===== src/rtl/cla_seq_pkg.sv =====
// Shared definitions for the nibble-serial CLA adder sequencer.
//   state_t  : FSM encoding (IDLE, RUN, DONE)
//   NIB_W    : width of one CLA slice
//   ID_REQ0/ID_REQ1 : requester id values carried on rsp_id
package cla_seq_pkg;

  typedef enum logic [1:0] {
    IDLE = 2'b00,
    RUN  = 2'b01,
    DONE = 2'b10
  } state_t;

  localparam int NIB_W = 4;

  localparam logic ID_REQ0 = 1'b0;
  localparam logic ID_REQ1 = 1'b1;

endpackage


===== src/rtl/cla_add16_sequencer_cla.sv =====
// 4-bit carry look-ahead adder slice.
//   A, B : 4-bit operands
//   Cin  : carry into bit 0
//   S    : 4-bit sum
//   Cout : carry out of bit 3
module CarryLookAheadAdder (
  input  logic [3:0] A,
  input  logic [3:0] B,
  input  logic       Cin,
  output logic [3:0] S,
  output logic       Cout
);

  logic [3:0] g;
  logic [3:0] p;
  logic [4:0] c;

  assign g = A & B;
  assign p = A ^ B;

  // Every carry is formed directly from g/p and Cin, no ripple between bits.
  assign c[0] = Cin;
  assign c[1] = g[0] | (p[0] & Cin);
  assign c[2] = g[1] | (p[1] & g[0]) | (p[1] & p[0] & Cin);
  assign c[3] = g[2] | (p[2] & g[1]) | (p[2] & p[1] & g[0])
              | (p[2] & p[1] & p[0] & Cin);
  assign c[4] = g[3] | (p[3] & g[2]) | (p[3] & p[2] & g[1])
              | (p[3] & p[2] & p[1] & g[0]) | (p[3] & p[2] & p[1] & p[0] & Cin);

  assign S    = p ^ c[3:0];
  assign Cout = c[4];

endmodule


===== src/rtl/cla_add16_sequencer.sv =====
// Multi-cycle W-bit adder: two requesters, round-robin arbitration, one
// nibble per cycle through a single 4-bit CLA slice, carry held in carry_reg.
//   clk, rst_n              : clock, asynchronous active-low reset
//   reqN_valid/reqN_ready   : job handshake for requester N (N = 0, 1)
//   reqN_a, reqN_b, reqN_cin: job operands and carry-in
//   rsp_valid/rsp_ready     : result handshake
//   rsp_sum, rsp_cout       : (a + b + cin) mod 2^W and bit W of the sum
//   rsp_id                  : requester that issued the job
//   dbg_state               : current FSM state
//
// Handshakes: a transfer happens on a rising edge where valid and ready are
// both high. reqN_ready depends combinationally on the valids while IDLE and
// is 0 otherwise. rsp_valid, once raised, stays high with rsp_sum/rsp_cout/
// rsp_id stable until the edge where rsp_ready is also high.
module cla_add16_sequencer
  import cla_seq_pkg::*;
#(
  parameter  int NIBBLES = 4,
  localparam int W       = NIB_W * NIBBLES
) (
  input  logic         clk,
  input  logic         rst_n,
  input  logic         req0_valid,
  output logic         req0_ready,
  input  logic [W-1:0] req0_a,
  input  logic [W-1:0] req0_b,
  input  logic         req0_cin,
  input  logic         req1_valid,
  output logic         req1_ready,
  input  logic [W-1:0] req1_a,
  input  logic [W-1:0] req1_b,
  input  logic         req1_cin,
  output logic         rsp_valid,
  input  logic         rsp_ready,
  output logic [W-1:0] rsp_sum,
  output logic         rsp_cout,
  output logic         rsp_id,
  output state_t       dbg_state
);

  localparam int IW = (NIBBLES > 1) ? $clog2(NIBBLES) : 1;

  state_t           state;
  logic             prio;
  logic [IW-1:0]    nib_idx;
  logic             carry_reg;
  logic [W-1:0]     a_reg;
  logic [W-1:0]     b_reg;
  logic [W-1:0]     sum_reg;
  logic             id_reg;
  logic             valid_reg;
  logic             cout_reg;

  logic             gnt0;
  logic             gnt1;
  logic [NIB_W-1:0] nib_a;
  logic [NIB_W-1:0] nib_b;
  logic [NIB_W-1:0] nib_s;
  logic             nib_cout;

  // Arbiter: a lone requester always wins; on contention prio picks.
  always_comb begin
    gnt0 = 1'b0;
    gnt1 = 1'b0;
    if (state == IDLE) begin
      if (req0_valid && (!req1_valid || prio == ID_REQ0)) gnt0 = 1'b1;
      else if (req1_valid)                                  gnt1 = 1'b1;
    end
  end

  // Select the current nibble of each operand.
  always_comb begin
    nib_a = '0;
    nib_b = '0;
    for (int i = 0; i < NIBBLES; i++) begin
      if (nib_idx == IW'(i)) begin
        nib_a = a_reg[i*NIB_W +: NIB_W];
        nib_b = b_reg[i*NIB_W +: NIB_W];
      end
    end
  end

  CarryLookAheadAdder u_cla (
    .A    (nib_a),
    .B    (nib_b),
    .Cin  (carry_reg),
    .S    (nib_s),
    .Cout (nib_cout)
  );

  always_ff @(posedge clk or negedge rst_n) begin
    if (!rst_n) begin
      state     <= IDLE;
      prio      <= ID_REQ0;
      nib_idx   <= '0;
      carry_reg <= 1'b0;
      a_reg     <= '0;
      b_reg     <= '0;
      sum_reg   <= '0;
      id_reg    <= ID_REQ0;
      valid_reg <= 1'b0;
      cout_reg  <= 1'b0;
    end else begin
      case (state)
        IDLE: begin
          if (gnt0 || gnt1) begin
            a_reg     <= gnt1 ? req1_a   : req0_a;
            b_reg     <= gnt1 ? req1_b   : req0_b;
            carry_reg <= gnt1 ? req1_cin : req0_cin;
            id_reg    <= gnt1 ? ID_REQ1  : ID_REQ0;
            prio      <= gnt1 ? ID_REQ0  : ID_REQ1;
            nib_idx   <= '0;
            state     <= RUN;
          end
        end
        RUN: begin
          for (int i = 0; i < NIBBLES; i++) begin
            if (nib_idx == IW'(i)) sum_reg[i*NIB_W +: NIB_W] <= nib_s;
          end
          carry_reg <= nib_cout;
          if (nib_idx == IW'(NIBBLES - 1)) begin
            nib_idx   <= '0;
            valid_reg <= 1'b1;
            cout_reg  <= nib_cout;
            state     <= DONE;
          end else begin
            nib_idx <= nib_idx + IW'(1);
          end
        end
        DONE: begin
          if (rsp_ready) begin
            valid_reg <= 1'b0;
            state     <= IDLE;
          end
        end
        default: state <= IDLE;
      endcase
    end
  end

  assign req0_ready = gnt0;
  assign req1_ready = gnt1;
  assign rsp_valid  = valid_reg;
  assign rsp_sum    = sum_reg;
  assign rsp_cout   = cout_reg;
  assign rsp_id     = id_reg;
  assign dbg_state  = state;

endmodule


===== config.mk =====
export PLATFORM = sky130hd
export DESIGN_NAME = cla_add16_sequencer
export DESIGN_NICKNAME = d
export VERILOG_FILES = /design/src/rtl/cla_seq_pkg.sv /design/src/rtl/cla_add16_sequencer_cla.sv /design/src/rtl/cla_add16_sequencer.sv
export SDC_FILE = /design/constraint.sdc
export NUM_CORES = 1
export LEC_CHECK = 0
export CORE_ASPECT_RATIO = 0.6
export CORE_MARGIN = 1.5
export CORE_UTILIZATION = 46
export DETAILED_ROUTE_END_ITERATION = 16
export PLACE_DENSITY_LB_ADDON = 0.15
export REMOVE_ABC_BUFFERS = 1
export SLEW_MARGIN = 20
export SYNTH_ARGS = -nofsm -noshare
export SYNTH_HDL_FRONTEND = slang
export SYNTH_HIERARCHICAL = 1
export SYNTH_SLANG_ARGS = --single-unit

===== constraint.sdc =====
create_clock -name clk -period 4 [get_ports clk]
set_clock_uncertainty 0.15 [all_clocks]
set_input_delay 1.2 -clock clk [delete_from_list [all_inputs] [get_ports clk]]
set_output_delay 1.2 -clock clk [all_outputs]
set_load 0.005 [all_outputs]

# Word level (Yosys, flattened, before mapping)
# Cells that the tools add are included.
# classes
reduce_logical,16
bitwise_logic,30
n_mux,30
n_eq_ne,8
add_sub_neg,1
# ops
cell,n
$mux 16,2
$mux 4,8
$and 1x1->1,16
$reduce_and 2->1,6
$mux 1,11
$mux 2,5
$or 1x1->1,10
$xor 4x4->4,2
$eq 2x2->1 const B,3
$pmux 2 s3,1
$reduce_and 3->1,2
$and 4x4->4,1
$eq 2x1->1 const B,2
$logic_not 2->1,2
$ne 2x2->1 const B,2
$pmux 1 s2,2
$pmux 2 s2,1
$reduce_bool 2->1,2
$add 2x1->2 const B,1
$logic_or 1x1->1,2
$ne 2x1->1 const B,1
$logic_and 1x1->1,1
$logic_not 1->1,1
$not 1->1,1
# word_totals
input_bits,71
reg_bits,57
output_inout_bits,23

# Depth between registers and ports, before layout
# logic_depth
depth_word,12
mapped_depth,13
mapped_depth_nobuf,12

# Cells and area by module
# Netlist, hierarchy kept.
# modules_own_cells
module,area_each_um2,n_inst,cells_per_inst
cla_add16_sequencer,2741.4,1,233
CarryLookAheadAdder,147.6,1,17

# Least setup slack after synthesis
# Ideal clock, no wire load.
# synth_path
path_kind,input -> output
from,input port req1_valid
to,output port req0_ready
arrival_time_ns,1.907
path_stages,4
required_time_ns,2.650
slack_ns,0.743
path_cell_list,buf_2 > a21boi_2 > clkbuf_1 > and2_1
# synth_between
elab_chain_len,5
# synth_lines
item,line,rtl
from (decl),cla_add16_sequencer.sv:28,"input logic req1_valid,"
$logic_not 1->1,cla_add16_sequencer.sv:66,if (req0_valid && (!req1_valid || prio == ID_REQ0)) gnt0 = 1'b1;
$logic_or 1x1->1,cla_add16_sequencer.sv:66,
$logic_and 1x1->1,cla_add16_sequencer.sv:66,
$mux 1,cla_add16_sequencer.sv:66,
$mux 1,cla_add16_sequencer.sv:65,if (state == IDLE) begin
to (decl),cla_add16_sequencer.sv:24,"output logic req0_ready,"
# Every way passes these cells.

# Final worst setup path
# layout_path
from,input port req0_valid
to,output port req0_ready
# layout_between
elab_chain_len,3
# layout_lines
item,line,rtl
from (decl),cla_add16_sequencer.sv:23,"input logic req0_valid,"
$logic_and 1x1->1,cla_add16_sequencer.sv:66,
$mux 1,cla_add16_sequencer.sv:66,
$mux 1,cla_add16_sequencer.sv:65,
# Every way passes these cells.

==> run metrics <==
PostCTS Resize Cnt 0; Power Internal ~2.0 mW; status finished, final reports clean; crit end category primary output; Lkg Pwr 1.84 nW; switching part of the total between 30% and 40%; Synth top cells by count 57 x dfrtp_1, 33 x and3_1, 32 x a221o_1; residual DRC count 0; clk slew on worst S/H paths 60 ps; crit path kind in2out; Critical Path Fanout Max 3; syn avg cell area approximately 12 um2; critical-path cell list clkdlybuf4s50_1 -> a21boi_2 -> and2_1 -> clkdlybuf4s50_1; area of the mapped netlist 0.00289 mm2; top-count cell post-synth dfrtp_1; H-tree depth 3; setup TNS 0 ps; Worst-Margin Slew roughly 870 ps; post-synthesis sequential area ratio 49.4%; DR iter-0 viols 113; Antenna Nets Post-Route 0; die width roughly 110 um; most frequent CP cell clkdlybuf4s50_1; routed vias/inst 5.60; Seq pwr share about 32%; clock root cell clkbuf_8; unrepaired setup endpoints after global routing false; DP HPWL ~5200 um; DR pass1 iterations 4; FFs w/ async S/R, synth 100%; total gr overflow 0; Site Rows 22; drt wl/cell 17.8 um; Yosys cell types 36; CTS tree yes; EDFF count, synth 0; # Post-CTS Setup Buffers 0; Final period util slightly below 100%; TritonCTS buffer count 9; crit-path max cell delay ~500 ps; Placed Area approximately 0.0039 mm2; global-route wire length before repair around 12000 um; warnings from Yosys 6; pwr/cell area about 800 mW/mm2; #FFs+latches synth 57; slowest CP cell clkdlybuf4s50_1; Starting Density between 40% and 50%; synth top area cells dfrtp_1 49%, a221o_1 11%, and3_1 7.1%, mux2_2 6.6%, ha_1 3.5%; post-route cell area 0.00403 mm2; top_reg_cell synth dfrtp_1; vias in the first global route around 2.4k; Syn Inst Count 250; clock share of power between 10% and 20%; number of I/O port buffers 93; hold crit path type reg2reg; IO Pins 94; r2r setup slk between 600 and 700 ps; Synth area leader dfrtp_1; slew margin rel. 41.8%; filler instances ~490; arrival time at the worst endpoint 2530 ps; Hold-fix buffers, CTS 0; NumNets Final around 420; WP data required between 2000 and 3000 ps; RD Place Congestion 0.730; Total Wirelength around 7700 um; vias 2409; clk_lat worst skew 330 ps; area grow syn2layout 39.5%; maximum clock path buffer count 2; Total GRT Usage 24.1%; Final Power about 3.3 mW; Startpoint Class input port; number of diodes 0; Final Max Slew Viols 0; critical path endpoint req0_ready; die height 64.4 um; fin util roughly 66%; fmax around 260 MHz; worst r2r path cells 10; Critical Path Start req0_valid; initial antenna violation count 0; Peak VDD IR ~0.53 mV; fin crit period between 3000 and 4000 ps; share of cells above drive strength 1 12.7%; area share of the largest cell type after synthesis 49.4%; Max-Cap Viols 0; Critical R2R Launch nib_idx[0]; largest net degree at the start of global routing slightly above 40; die area slightly below 0.007 mm2; reg2reg end rsp_sum[15]; Hold Fails Final Rpt 0; clk sinks 57; Logic pwr share a little over half; core box area between 0.006 and 0.007 mm2; final setup fails 0; Net Switching about 1.3 mW
## worst min path at each step
| stage | to | cells after the start | slack, ps | start |
|---|---|---|---|---|
| floorplan | rsp_id | 1 | 320 | rsp_id |
| global route | rsp_id | 1 | 360 | rsp_id |
| CTS | rsp_id | 1 | 340 | rsp_id |
| global placement | rsp_id | 1 | 320 | rsp_id |
| detailed placement | rsp_id | 1 | 320 | rsp_id |
| finish | rsp_id | 1 | 350 | rsp_id |
## power by group through the flow
stage / combinational, mW / clock [mW] / sequential (mW)
3_5_place_dp: 1.77 / 0 / 1.06
6_report: 1.78 / 0.451 / 1.06
3_3_place_gp: 1.72 / 0 / 1.05
5_1_grt: 1.95 / 0.490 / 1.09
2_1_floorplan: 1.13 / 0 / 1.02
4_1_cts: 1.79 / 0.459 / 1.05
## per-layer routing
layer	wire length (um)	GRT usage, %
met5	0	0
met4	42	5.65
met1	3780	35.5
met3	548	7.76
met2	3290	34.1
## worst max-delay path: cells and delay by family
| family | cells | cell delay, ps |
|---|---|---|
| buffers and inverters | 2 | 990 |
| AO/OA/AOI/OAI | 1 | 200 |
| AND/OR/NAND/NOR | 1 | 140 |
## stage by stage
step                hold slack, ps  instances  setup slack (ps)
floorplan                      324        230               716
global placement               321        415               132
detailed placement             325        415               118
CTS                            344        430               107
global route                   357        430              50.6
finish                         347        430               121
## logic make-up after synthesis
| family | Yosys count | share of synthesized area, % |
|---|---|---|
| adders and majority gates | 9 | 4.16 |
| buffers and inverters | 30 | 5.11 |
| DFF | 57 | 49.4 |
| muxes | 17 | 6.63 |
| and+or+nand+nor | 63 | 12.9 |
| AOI/OAI and AO/OA | 71 | 20.9 |
| xor gates and xnor gates | 3 | 0.910 |
## final cells by class
class | instances | area, um2 | area share, %
clock buffers | 11 | 141 | 3.51
multi-input cells | 163 | 1320 | 32.6
flip-flops and latches | 57 | 1430 | 35.4
well taps | 84 | 105 | 2.61
repair buffers | 101 | 986 | 24.5
inverters | 10 | 37.5 | 0.931
clock inverters | 4 | 20.0 | 0.497
## placed cells by master (no fill, tap or decap), types with 10 or more instances in the layout
| cell | instances |
|---|---|
| mux2_2 | 17 |
| and3_1 | 33 |
| a221o_1 | 32 |
| inv_1 | 10 |
| clkdlybuf4s50_1 | 92 |
| dfrtp_1 | 57 |
| clkbuf_8 | 10 |
| nand2_1 | 12 |
Power figures use the tool's default switching activity.
